--- src/rtl/ram_dump_reader.sv ---
// Streams a word-aligned range of the byte-addressed data RAM out as big-endian 32-bit words.
// Each word carries its byte address over a valid/ready handshake.
module ram_dump_reader #(
  parameter int unsigned ADDR_W = 9,
  parameter int unsigned CNT_W  = 8
) (
  input  logic              clk,
  input  logic              reset,
  input  logic              start,
  input  logic [ADDR_W-1:0] base_addr,
  input  logic [CNT_W-1:0]  word_count,
  output logic              busy,
  output logic              done,
  output logic              err,
  output logic              mem_rd,
  output logic [ADDR_W-1:0] mem_addr,
  input  logic [7:0]        mem_rdata,
  output logic              word_valid,
  input  logic              word_ready,
  output logic [31:0]       word_data,
  output logic [ADDR_W-1:0] word_addr
);

  typedef enum logic [1:0] {StIdle, StRead, StOut, StDone} state_e;

  localparam int unsigned SumW = ADDR_W + CNT_W + 2;

  state_e            state_q, state_d;
  logic [ADDR_W-1:0] cur_q, cur_d;
  logic [CNT_W-1:0]  rem_q, rem_d;
  logic [2:0]        k_q, k_d;
  logic [31:0]       data_q, data_d;
  logic [ADDR_W-1:0] mem_addr_q, mem_addr_d;
  logic              err_q, err_d;

  logic [SumW-1:0]   end_addr;
  logic              req_bad;
  logic              rd_active;
  logic [ADDR_W-1:0] rd_addr;

  // Wide enough that base + 4*count never wraps; ending exactly at the top is legal.
  assign end_addr  = SumW'(base_addr) + (SumW'(word_count) << 2);
  assign req_bad   = (base_addr[1:0] != 2'b00) || (end_addr > (SumW'(1) << ADDR_W));
  assign rd_active = (state_q == StRead) && (k_q < 3'd4);
  assign rd_addr   = cur_q + ADDR_W'(k_q);

  always_ff @(posedge clk or negedge reset) begin
    if (!reset) begin
      state_q <= StIdle;
    end else begin
      state_q <= state_d;
    end
  end

  always_comb begin
    state_d = state_q;
    case (state_q)
      StIdle: begin
        if (start && !req_bad) begin
          state_d = (word_count == '0) ? StDone : StRead;
        end
      end
      StRead: begin
        if (k_q == 3'd4) state_d = StOut;
      end
      StOut: begin
        if (word_ready) state_d = (rem_q == CNT_W'(1)) ? StDone : StRead;
      end
      StDone:  state_d = StIdle;
      default: state_d = StIdle;
    endcase
  end

  always_comb begin
    busy       = (state_q != StIdle);
    done       = (state_q == StDone);
    err        = err_q;
    mem_rd     = rd_active;
    mem_addr   = rd_active ? rd_addr : mem_addr_q;
    word_valid = (state_q == StOut);
    word_data  = data_q;
    word_addr  = cur_q;
  end

  always_comb begin
    cur_d      = cur_q;
    rem_d      = rem_q;
    k_d        = k_q;
    data_d     = data_q;
    mem_addr_d = mem_addr_q;
    err_d      = 1'b0;
    case (state_q)
      StIdle: begin
        if (start) begin
          if (req_bad) begin
            err_d = 1'b1;
          end else begin
            cur_d = base_addr;
            rem_d = word_count;
            k_d   = 3'd0;
          end
        end
      end
      StRead: begin
        k_d = (k_q == 3'd4) ? 3'd0 : k_q + 3'd1;
        if (rd_active) mem_addr_d = rd_addr;
        // RAM data lags the strobe by one cycle, so lane k-1 lands while k is issued.
        case (k_q)
          3'd1:    data_d[31:24] = mem_rdata;
          3'd2:    data_d[23:16] = mem_rdata;
          3'd3:    data_d[15:8]  = mem_rdata;
          3'd4:    data_d[7:0]   = mem_rdata;
          default: ;
        endcase
      end
      StOut: begin
        if (word_ready) begin
          rem_d = rem_q - CNT_W'(1);
          cur_d = cur_q + ADDR_W'(4);
          k_d   = 3'd0;
        end
      end
      default: ;
    endcase
  end

  always_ff @(posedge clk or negedge reset) begin
    if (!reset) begin
      cur_q      <= '0;
      rem_q      <= '0;
      k_q        <= '0;
      data_q     <= '0;
      mem_addr_q <= '0;
      err_q      <= 1'b0;
    end else begin
      cur_q      <= cur_d;
      rem_q      <= rem_d;
      k_q        <= k_d;
      data_q     <= data_d;
      mem_addr_q <= mem_addr_d;
      err_q      <= err_d;
    end
  end

endmodule

--- config.mk ---
export PLATFORM = sky130hd
export DESIGN_NAME = ram_dump_reader
export DESIGN_NICKNAME = d
export VERILOG_FILES = /design/src/rtl/ram_dump_reader.sv
export SDC_FILE = /design/constraint.sdc
export NUM_CORES = 1
export LEC_CHECK = 0
export BUFFER_PORTS_ARGS = -buffer_cell sky130_fd_sc_hd__buf_2
export CAP_MARGIN = 20
export CORE_UTILIZATION = 30
export DETAILED_ROUTE_END_ITERATION = 10
export PLACE_DENSITY_LB_ADDON = 0.3
export SLEW_MARGIN = 40
export SYNTH_ARGS = -nofsm -noshare
export SYNTH_HDL_FRONTEND = slang
export SYNTH_SLANG_ARGS = --single-unit
export TNS_END_PERCENT = 10
--- constraint.sdc ---
create_clock -name clk -period 1.7 [get_ports clk]
set_clock_uncertainty 0.05 [all_clocks]
set_input_delay 0.085 -clock clk [delete_from_list [all_inputs] [get_ports clk]]
set_output_delay 0.085 -clock clk [all_outputs]
set_load 0.05 [all_outputs]
==> results of run 1 <==
==> worst max-delay path, stage by stage, from the launching register on <==
cell     delay [ns]
dfrtp_1        0.40
ha_4           0.15
inv_2          0.03
fa_2           0.36
nor2b_4        0.15
o21ai_4        0.10
nor2_2         0.14
xnor2_2        0.10
o21ai_4        0.13
buf_6          0.17
==> worst max path at each step <==
stage	startpoint	to	slack [ns]	cells after the start
5_1_grt	k_q[0]	mem_addr[6]	-0.57	9
2_1_floorplan	base_addr[2]	rem_q[5]	-0.35	10
3_5_place_dp	base_addr[2]	state_q[1]	-0.72	10
4_1_cts	k_q[0]	mem_addr[6]	-0.54	9
6_report	k_q[0]	mem_addr[6]	-0.49	9
3_3_place_gp	base_addr[3]	k_q[1]	-0.66	10
==> metal layers <==
metal  track usage, %  vias up  wire [um]
li1                 -     1677          -
met1             21.6     1701       4530
met2             29.2       85       5440
met3             2.78       15        324
met4             6.31        0        190
met5                0        -          0
==> area by class of cell <==
class,count,share of cell area (%)
multi-input cells,279,39.8
repair buffers,164,21.9
inverters,15,1.08
flip-flops and latches,64,28.3
clock buffers,10,4.20
clock inverters,6,1.61
well taps,143,3.15
==> placed cells by master (no fill, tap or decap), types with 13 or more instances in the layout <==
master	n
dfrtp_1	58
a21oi_1	19
nor3_1	13
buf_4	59
o21ai_0	17
nor2_1	23
buf_6	18
mux2_2	25
nand2_1	36
buf_2	69
==> registers in the layout, indices dropped and copies added (netlist names) <==
signal,cells
err,1
word_addr,9
state_q,2
k_q,3
word_data,32
rem_q,8
mem_addr_q,9
==> power by group through the flow <==
stage	Sequential, uW	Clock (uW)	Combinational [uW]
6_report	2700	2040	6960
5_1_grt	2790	2140	7380
4_1_cts	2690	2090	6850
3_5_place_dp	2700	0	6380
3_3_place_gp	2660	0	6310
2_1_floorplan	4410	0	2760
==> logic make-up (layout without fill, tap and decap cells) <==
logic type | after synthesis | in the layout | share of synthesized area, %
and+or+nand+nor | 115 | 115 | 14.4
AOI/OAI and AO/OA | 99 | 99 | 17.4
DFF | 64 | 64 | 44.1
muxes | 35 | 35 | 10.8
buffers and inverters | 31 | 195 | 3.58
adders and majority gates | 20 | 20 | 7.31
xor gates and xnor gates | 10 | 10 | 2.41
==> metrics by stage <==
stage          setup slack (ns)  cell area (um2)  std cells  utilization (%)
2_1_floorplan            -0.355             3780        374                -
3_3_place_gp             -0.661             4900        652             42.2
3_5_place_dp             -0.716             4900        652             42.2
4_1_cts                  -0.542             5590        681             48.1
5_1_grt                  -0.573             5690        681             49.0
6_report                 -0.487             5690        681             49.0
==> what timing repair did <==
item | in CTS | in global routing
endpoints found under the hold margin | 95 | 0
gates resized for setup | 68 | 30
setup endpoints to repair | 64 | 66
setup buffers | 4 | 0
pin swaps | 15 | 4
hold buffers | 9 | 0
==> impl_metrics.csv, run 1 <==
group,metric,value,unit
power,p_per_area,2060,nW/um2
logic_synthesis,synthFlopType,"dfrtp_1",
power,p_int,6070,uW
global_routing,grtUsageTotal,17.0,%
clock_tree,clock_sinks,64,
global_routing,grt_start_max_net_pins,65,
clock_tree,clk_path_buf_depth,2,
timing,rsz0062_at_grt,"true",
placement,numPortBuffers,83,
power,leakage,0.00260,uW
power,switchingPower,5630,uW
logic_synthesis,synthCells,374,
min_path,holdCritStartpoint,"word_count[5]",
logic_synthesis,synth_seq_area_share,44.1,%
timing,period_minus_slack,2.19,ns
detailed_routing,drt_iter0_drc,173,
global_routing,antenna_found_initial,0,
clock_tree,clock-root-buffer,"clkbuf_16",
floorplan,die_w,112,um
timing,holdWs,0.102,ns
floorplan,core_area,11600,um2
logic_synthesis,ys_top_cells_by_count,"dfrtp_1, nand2_1, mux2_2, o21ai_0, nor2_1",
detailed_routing,vias,3478,
final_layout,antenna_cells,0,
logic_synthesis,synth.distinct_cells,48,
logic_synthesis,avgSynthCellArea,9.71,um2
detailed_routing,via_per_inst,5.11,
power,swShare,48.1,%
final_layout,layout.nets,582,
clock_tree,clock_latency,0.33,ns
power,irDropWorstVdd,0.840,mV
min_path,min_to,"rem_q[5]",
timing,max_freq,457,MHz
final_layout,layout-drive-gt1-share,51.3,%
timing,fin_crit_sh,129,%
run_status,status,"finished with violations",
power,clock_power_share,17.4,%
timing,finalHoldViolations,0,
logic_synthesis,synth_top_area_share,44.1,%
min_path,hold_class,"primary input to flop",
floorplan,die_y,112,um
logic_synthesis,synthTopCellsByArea,"dfrtp_1, mux2_2, ha_1",
critical_path,worst_setup_path_end_kind,"output port",
global_routing,grt_pass1_wl,17100,um
critical_path,criticalPathCategory,"flop to output port",
placement,place_hpwl,7650,um
logic_synthesis,synth.most_common_cell,"dfrtp_1",
logic_synthesis,async_reset_ff_share,100,%
detailed_routing,totalWireLength,10500,um
power,pwr-share-seq,23.1,%
logic_synthesis,synth_top_cell_by_area,"dfrtp_1",
critical_path,startpoint_type,"flop",
final_layout,regArea,1610,um2
detailed_routing,ant_nets,0,
critical_path,required,1.56,ns
power,power,11700,uW
floorplan,die_area,12500,um2
timing,finalWorstSetupSlack,-0.487,ns
logic_synthesis,synth_edf_count,0,
clock_tree,htreeDepth,3,
floorplan,initial_core_util,31.3,%
critical_path,worst_r2r_path_depth,6,
final_layout,multi_input_comb_area,2260,um2
global_routing,gr-total-overflow,0,
critical_path,rrSetupSlack,-0.21,ns
clock_tree,cts_tree,"done",
run_status,violations,"design-rule violations, negative setup slack",
timing,finalSetupTns,-6.54,ns
logic_synthesis,ys_ff_latch,64,
logic_synthesis,yosys_warnings,0,
power,comb_power_share,59.5,%
critical_path,timing.rr.start,"state_q[1]",
detailed_routing,wire_per_inst,15.4,um
final_layout,fill_cells,1077,
clock_tree,numCtsBuffers,9,
min_path,holdPathStages,4,
critical_path,regToRegEndpoint,"k_q[0]",
floorplan,num_io_pins,84,
placement,gp_congestion,0.896,
flow_run,cap_viol_max_count,0,
logic_synthesis,synth_nets,423,
critical_path,crit_fanout,3,
floorplan,std_cell_rows,39,
global_routing,grt_pass1_vias,3557,
timing,worst_pin_slew,0.499,ns
detailed_routing,first_pass_iters,8,
critical_path,arrival,2.05,ns
detailed_routing,drc,4,
timing,setup_viol,48,
final_layout,area_growth_syn_to_layout,56.7,%
timing,slew_headroom,66.4,%
logic_synthesis,syn_area,3630,um2
timing,drv_slew,0,
clock_tree,clk_pin_slew,0.06,ns
Note: power is estimated with default switching activity, not from simulation.
==> run 2, diff against run 1 <==
--- a/config.mk
+++ b/config.mk
@@ -7,9 +7,10 @@
 export LEC_CHECK = 0
 export BUFFER_PORTS_ARGS = -buffer_cell sky130_fd_sc_hd__buf_2
 export CAP_MARGIN = 20
-export CORE_UTILIZATION = 30
+export CORE_UTILIZATION = 40
 export DETAILED_ROUTE_END_ITERATION = 10
 export PLACE_DENSITY_LB_ADDON = 0.3
+export SKIP_CTS_REPAIR_TIMING = 1
 export SLEW_MARGIN = 40
 export SYNTH_ARGS = -nofsm -noshare
 export SYNTH_HDL_FRONTEND = slang
==> impl_metrics.csv, run 2 (synthesized netlist as in run 1, its figures left out) <==
group,metric,value,unit
run_status,status,"finished with violations",
run_status,violations,"negative setup slack",
timing,period_minus_slack,2.20,ns
flow_run,cap_viol_max_count,0,
detailed_routing,drc,0,
global_routing,gr-total-overflow,0,
placement,place_hpwl,7160,um
clock_tree,numCtsBuffers,9,
floorplan,die_area,9460,um2
critical_path,worst_r2r_path_depth,6,
timing,holdWs,0.0440,ns
timing,finalHoldViolations,0,
critical_path,crit_end,"mem_addr[8]",
detailed_routing,drt_iter0_drc,147,
critical_path,crit_fanout,3,
global_routing,grtUsageTotal,20.8,%
floorplan,die_y,97.3,um
power,switchingPower,5500,uW
clock_tree,clock_sinks,64,
timing,max_freq,455,MHz
global_routing,grt_pass1_wl,16000,um
power,irDropWorstVdd,1.05,mV
critical_path,required,1.56,ns
clock_tree,clock-root-buffer,"clkbuf_8",
timing,worst_pin_slew,0.359,ns
clock_tree,clock_latency,0.33,ns
power,p_per_area,2020,nW/um2
timing,slew_headroom,75.8,%
clock_tree,htreeDepth,3,
critical_path,regToRegEndpoint,"word_addr[6]",
clock_tree,clk_path_buf_depth,2,
critical_path,timing.rr.start,"state_q[1]",
clock_tree,cts_tree,"done",
power,comb_power_share,62.4,%
detailed_routing,wire_per_inst,14.9,um
detailed_routing,totalWireLength,9640,um
final_layout,antenna_cells,0,
detailed_routing,via_per_inst,5.34,
timing,finalWorstSetupSlack,-0.499,ns
floorplan,initial_core_util,41.4,%
final_layout,fin_cells,646,
critical_path,criticalPathCategory,"flop to output port",
power,clock_power_share,13.4,%
detailed_routing,ant_nets,0,
floorplan,num_io_pins,84,
power,p_int,5520,uW
floorplan,core_area,8760,um2
timing,rsz0062_at_grt,"true",
placement,dpl_worst_slack,-0.729,ns
timing,fin_crit_sh,129,%
global_routing,grt_pass1_vias,3314,
detailed_routing,first_pass_iters,6,
final_layout,largest_reg_flops,32,
min_path,hold_class,"primary input to flop",
final_layout,mostFrequentLayoutCells,"buf_2, buf_4, dfrtp_1",
critical_path,startpoint_type,"flop",
clock_tree,clk_pin_slew,0.08,ns
detailed_routing,vias,3450,
final_layout,layout-drive-gt1-share,48.9,%
critical_path,rrSetupSlack,-0.11,ns
floorplan,die_w,97.3,um
power,leakage,0.00250,uW
global_routing,grt_start_max_net_pins,65,
critical_path,crit_path_start,"k_q[0]",
placement,dp_cells,620,
timing,setup_viol,38,
power,swShare,49.9,%
power,pwr-share-seq,24.2,%
timing,drv_slew,0,
placement,gp_congestion,0.881,
placement,numPortBuffers,83,
floorplan,std_cell_rows,34,
global_routing,antenna_found_initial,0,
final_layout,final_common_cell,"buf_2",
critical_path,worst_setup_path_end_kind,"output port",
final_layout,area_growth_syn_to_layout,50.4,%
final_layout,layout.nets,582,
critical_path,arrival,2.06,ns
power,power,11000,uW
final_layout,post-route-util,62.3,%
-- run 2: cell count changes in the layout (fill, tap and decap cells not counted), sizes merged --
cell	delta
clkinvlp	+2
clkinv	-2
clkbuf	-1
inv	+1
-- run 2: per-layer routing --
metal	vias up	GRT usage [%]	part of all wire (%)	routed length, um
met3	7	3.96	4.2	401
met4	0	6.56	1.1	102
met2	87	34.6	50	4840
met1	1667	27.5	45	4300
li1	1689	-	-	-
met5	-	0	0	0
-- run 2: cell type report --
cell class	count	area [um2]
tap	108	135
timing repair buffer	164	1230
sequential	64	1610
clock buffer	9	124
clock inverter	7	103
inverter	15	63.8
fill	728	3310
multi-input combinational	279	2190
-- run 2: worst min-delay path by stage --
| stage | from | depth (start not counted) | endpoint |
|---|---|---|---|
| 2_1_floorplan | reset | 0 | err |
| 3_3_place_gp | reset | 2 | word_data[25] |
| 3_5_place_dp | reset | 2 | mem_addr_q[0] |
| 4_1_cts | reset | 2 | mem_addr_q[0] |
| 5_1_grt | base_addr[5] | 3 | word_addr[5] |
| 6_report | base_addr[5] | 3 | word_addr[5] |
-- run 2: power by group through the flow --
stage               logic (uW)  clock network [uW]  registers (uW)
floorplan                 2760                   0            4410
detailed placement        6380                   0            2680
global placement          6270                   0            2640
finish                    6880                1480            2660
global route              7310                1590            2740
CTS                       6400                1520            2650
-- run 2: critical path, cell delays in order (launching register included) --
cell and delay [ns]:
dfrtp_1 0.40, ha_4 0.15, inv_2 0.04, fa_2 0.38
nor2b_4 0.14, o21ai_4 0.10, nor2_2 0.13, xnor2_2 0.09
o21ai_4 0.14, buf_6 0.17
-- run 2: stage by stage --
stage          cell area [um2]  TNS (ns)
2_1_floorplan             3780     -9.83
3_3_place_gp              4880    -13.59
3_5_place_dp              4880    -15.02
4_1_cts                   5100    -10.94
5_1_grt                   5460    -12.60
6_report                  5460     -7.81
==> run 3, diff against run 2 <==
--- a/config.mk
+++ b/config.mk
@@ -5,7 +5,7 @@
 export SDC_FILE = /design/constraint.sdc
 export NUM_CORES = 1
 export LEC_CHECK = 0
-export BUFFER_PORTS_ARGS = -buffer_cell sky130_fd_sc_hd__buf_2
+export BUFFER_PORTS_ARGS = -buffer_cell sky130_fd_sc_hd__buf_4
 export CAP_MARGIN = 20
 export CORE_UTILIZATION = 40
 export DETAILED_ROUTE_END_ITERATION = 10
==> impl_metrics.csv, run 3 (synthesized netlist as in run 1, its figures left out) <==
group,metric,value,unit
final_layout,area_growth_syn_to_layout,57.4,%
power,p_per_area,2050,nW/um2
critical_path,worst_setup_path_end_kind,"output port",
detailed_routing,vias,3541,
final_layout,multi_input_comb_area,2210,um2
timing,finalHoldViolations,0,
clock_tree,clock_latency,0.35,ns
critical_path,crit_path_max_incr_delay,0.41,ns
clock_tree,cts_tree,"done",
placement,gp_congestion,0.899,
power,pwr-share-seq,23.4,%
critical_path,path_cells,"ha_4, inv_2, fa_2, nor2b_4, o21ai_4, nor2_4, xnor2_2, o21ai_4, buf_6",
placement,placed_cell_area,5030,um2
global_routing,grt_start_max_net_pins,35,
floorplan,die_y,97.3,um
global_routing,grt_pass1_wl,16400,um
detailed_routing,totalWireLength,10500,um
placement,place_hpwl,7430,um
clock_tree,clk_path_buf_depth,2,
floorplan,num_io_pins,84,
power,power,11700,uW
final_layout,regArea,1610,um2
power,irDropWorstVdd,0.952,mV
timing,max_freq,452,MHz
detailed_routing,first_pass_iters,5,
global_routing,antenna_found_initial,0,
clock_tree,clk_pin_slew,0.08,ns
final_layout,largest_reg_flops,32,
global_routing,grt_pass1_vias,3462,
final_layout,final_common_cell,"buf_4",
run_status,status,"finished with violations",
clock_tree,clock_sinks,64,
detailed_routing,drc,0,
critical_path,arrival,2.08,ns
global_routing,grtUsageTotal,21.5,%
clock_tree,numCtsBuffers,9,
clock_tree,clock-root-buffer,"clkbuf_8",
clock_tree,htreeDepth,3,
run_status,violations,"negative setup slack",
flow_run,cap_viol_max_count,0,
timing,holdWs,0.0220,ns
timing,fin_crit_sh,130,%
critical_path,startpoint_type,"flop",
placement,numPortBuffers,83,
power,comb_power_share,63.7,%
timing,worst_pin_slew,0.451,ns
critical_path,cp_common_cell,"o21ai_4",
power,clock_power_share,12.9,%
detailed_routing,ant_nets,0,
final_layout,fin_area,5710,um2
final_layout,antenna_cells,0,
timing,finalWorstSetupSlack,-0.514,ns
timing,setup_viol,50,
floorplan,die_w,97.3,um
timing,rsz0062_at_grt,"true",
power,swShare,49.0,%
detailed_routing,drt_iter0_drc,150,
timing,drv_slew,0,
timing,slew_headroom,70.0,%
critical_path,crit_slowest_cell,"dfrtp_1",
final_layout,layout-drive-gt1-share,50.2,%
placement,dpl_worst_slack,-0.752,ns
final_layout,fill_cells,680,
detailed_routing,wire_per_inst,16.1,um
power,switchingPower,5740,uW
floorplan,std_cell_rows,34,
min_path,hold_class,"primary input to flop",
floorplan,die_area,9460,um2
detailed_routing,via_per_inst,5.45,
power,leakage,0.00259,uW
critical_path,criticalPathCategory,"flop to output port",
global_routing,gr-total-overflow,0,
floorplan,initial_core_util,41.4,%
critical_path,required,1.56,ns
timing,period_minus_slack,2.21,ns
final_layout,post-route-util,65.2,%
power,p_int,5980,uW
critical_path,crit_fanout,3,
final_layout,mostFrequentLayoutCells,"buf_4, dfrtp_1, nand2_1",
floorplan,core_area,8760,um2
final_layout,layout.nets,586,
-- run 3: changes by cell type in the layout (fill, tap and decap cells not counted), sizes merged --
cell	before	now
inv	15	14
buf	154	157
clkbuf	10	11
clkinv	2	3
-- run 3: per-layer routing --
metal / GRT usage (%) / routed length, um
met5: 0 / 0
met4: 8.26 / 156
met3: 2.88 / 409
met2: 36.0 / 5400
met1: 28.3 / 4500
-- run 3: power by group through the flow --
stage	combinational (uW)	clock [uW]	sequential, uW
2_1_floorplan	2760	0	4410
5_1_grt	7890	1590	2830
3_5_place_dp	6700	0	2740
6_report	7470	1510	2750
4_1_cts	6730	1530	2710
3_3_place_gp	6590	0	2700
-- run 3: path summary, 6_finish.rpt --
kind                          startpoint            end  cells after the start  slack [ns]
hold / removal              base_addr[7]   word_addr[7]                      3        0.02
min in group asynchronous          reset   word_data[9]                      2        0.16
setup / recovery                  k_q[0]    mem_addr[6]                      9       -0.51
max in group asynchronous          reset     state_q[1]                      3        0.88
setup reg to reg              state_q[1]         k_q[0]                      6       -0.21
hold reg to reg            mem_addr_q[3]  mem_addr_q[3]                      2        0.45
-- run 3: critical path, delay by kind of cell (launching register included) --
kind,cells,cell delay (ns)
AND/OR/NAND/NOR,2,0.25
buffers and inverters,2,0.21
XOR/XNOR,1,0.10
AO/OA/AOI/OAI,2,0.25
adder cells (fa/ha/maj),2,0.52
flip-flops,1,0.41
-- run 3: metrics by stage --
stage / instances / setup TNS, ns
5_1_grt: 650 / -12.84
3_5_place_dp: 616 / -16.43
3_3_place_gp: 616 / -14.01
2_1_floorplan: 374 / -9.83
4_1_cts: 632 / -12.14
6_report: 650 / -8.23
-- run 3: area by class of cell --
class	instances	share of cell area (%)
multi-input cells	279	38.7
flip-flops and latches	64	28.2
repair buffers	168	25.4
well taps	108	2.36
clock buffers	9	2.17
clock inverters	7	1.80
inverters	15	1.42
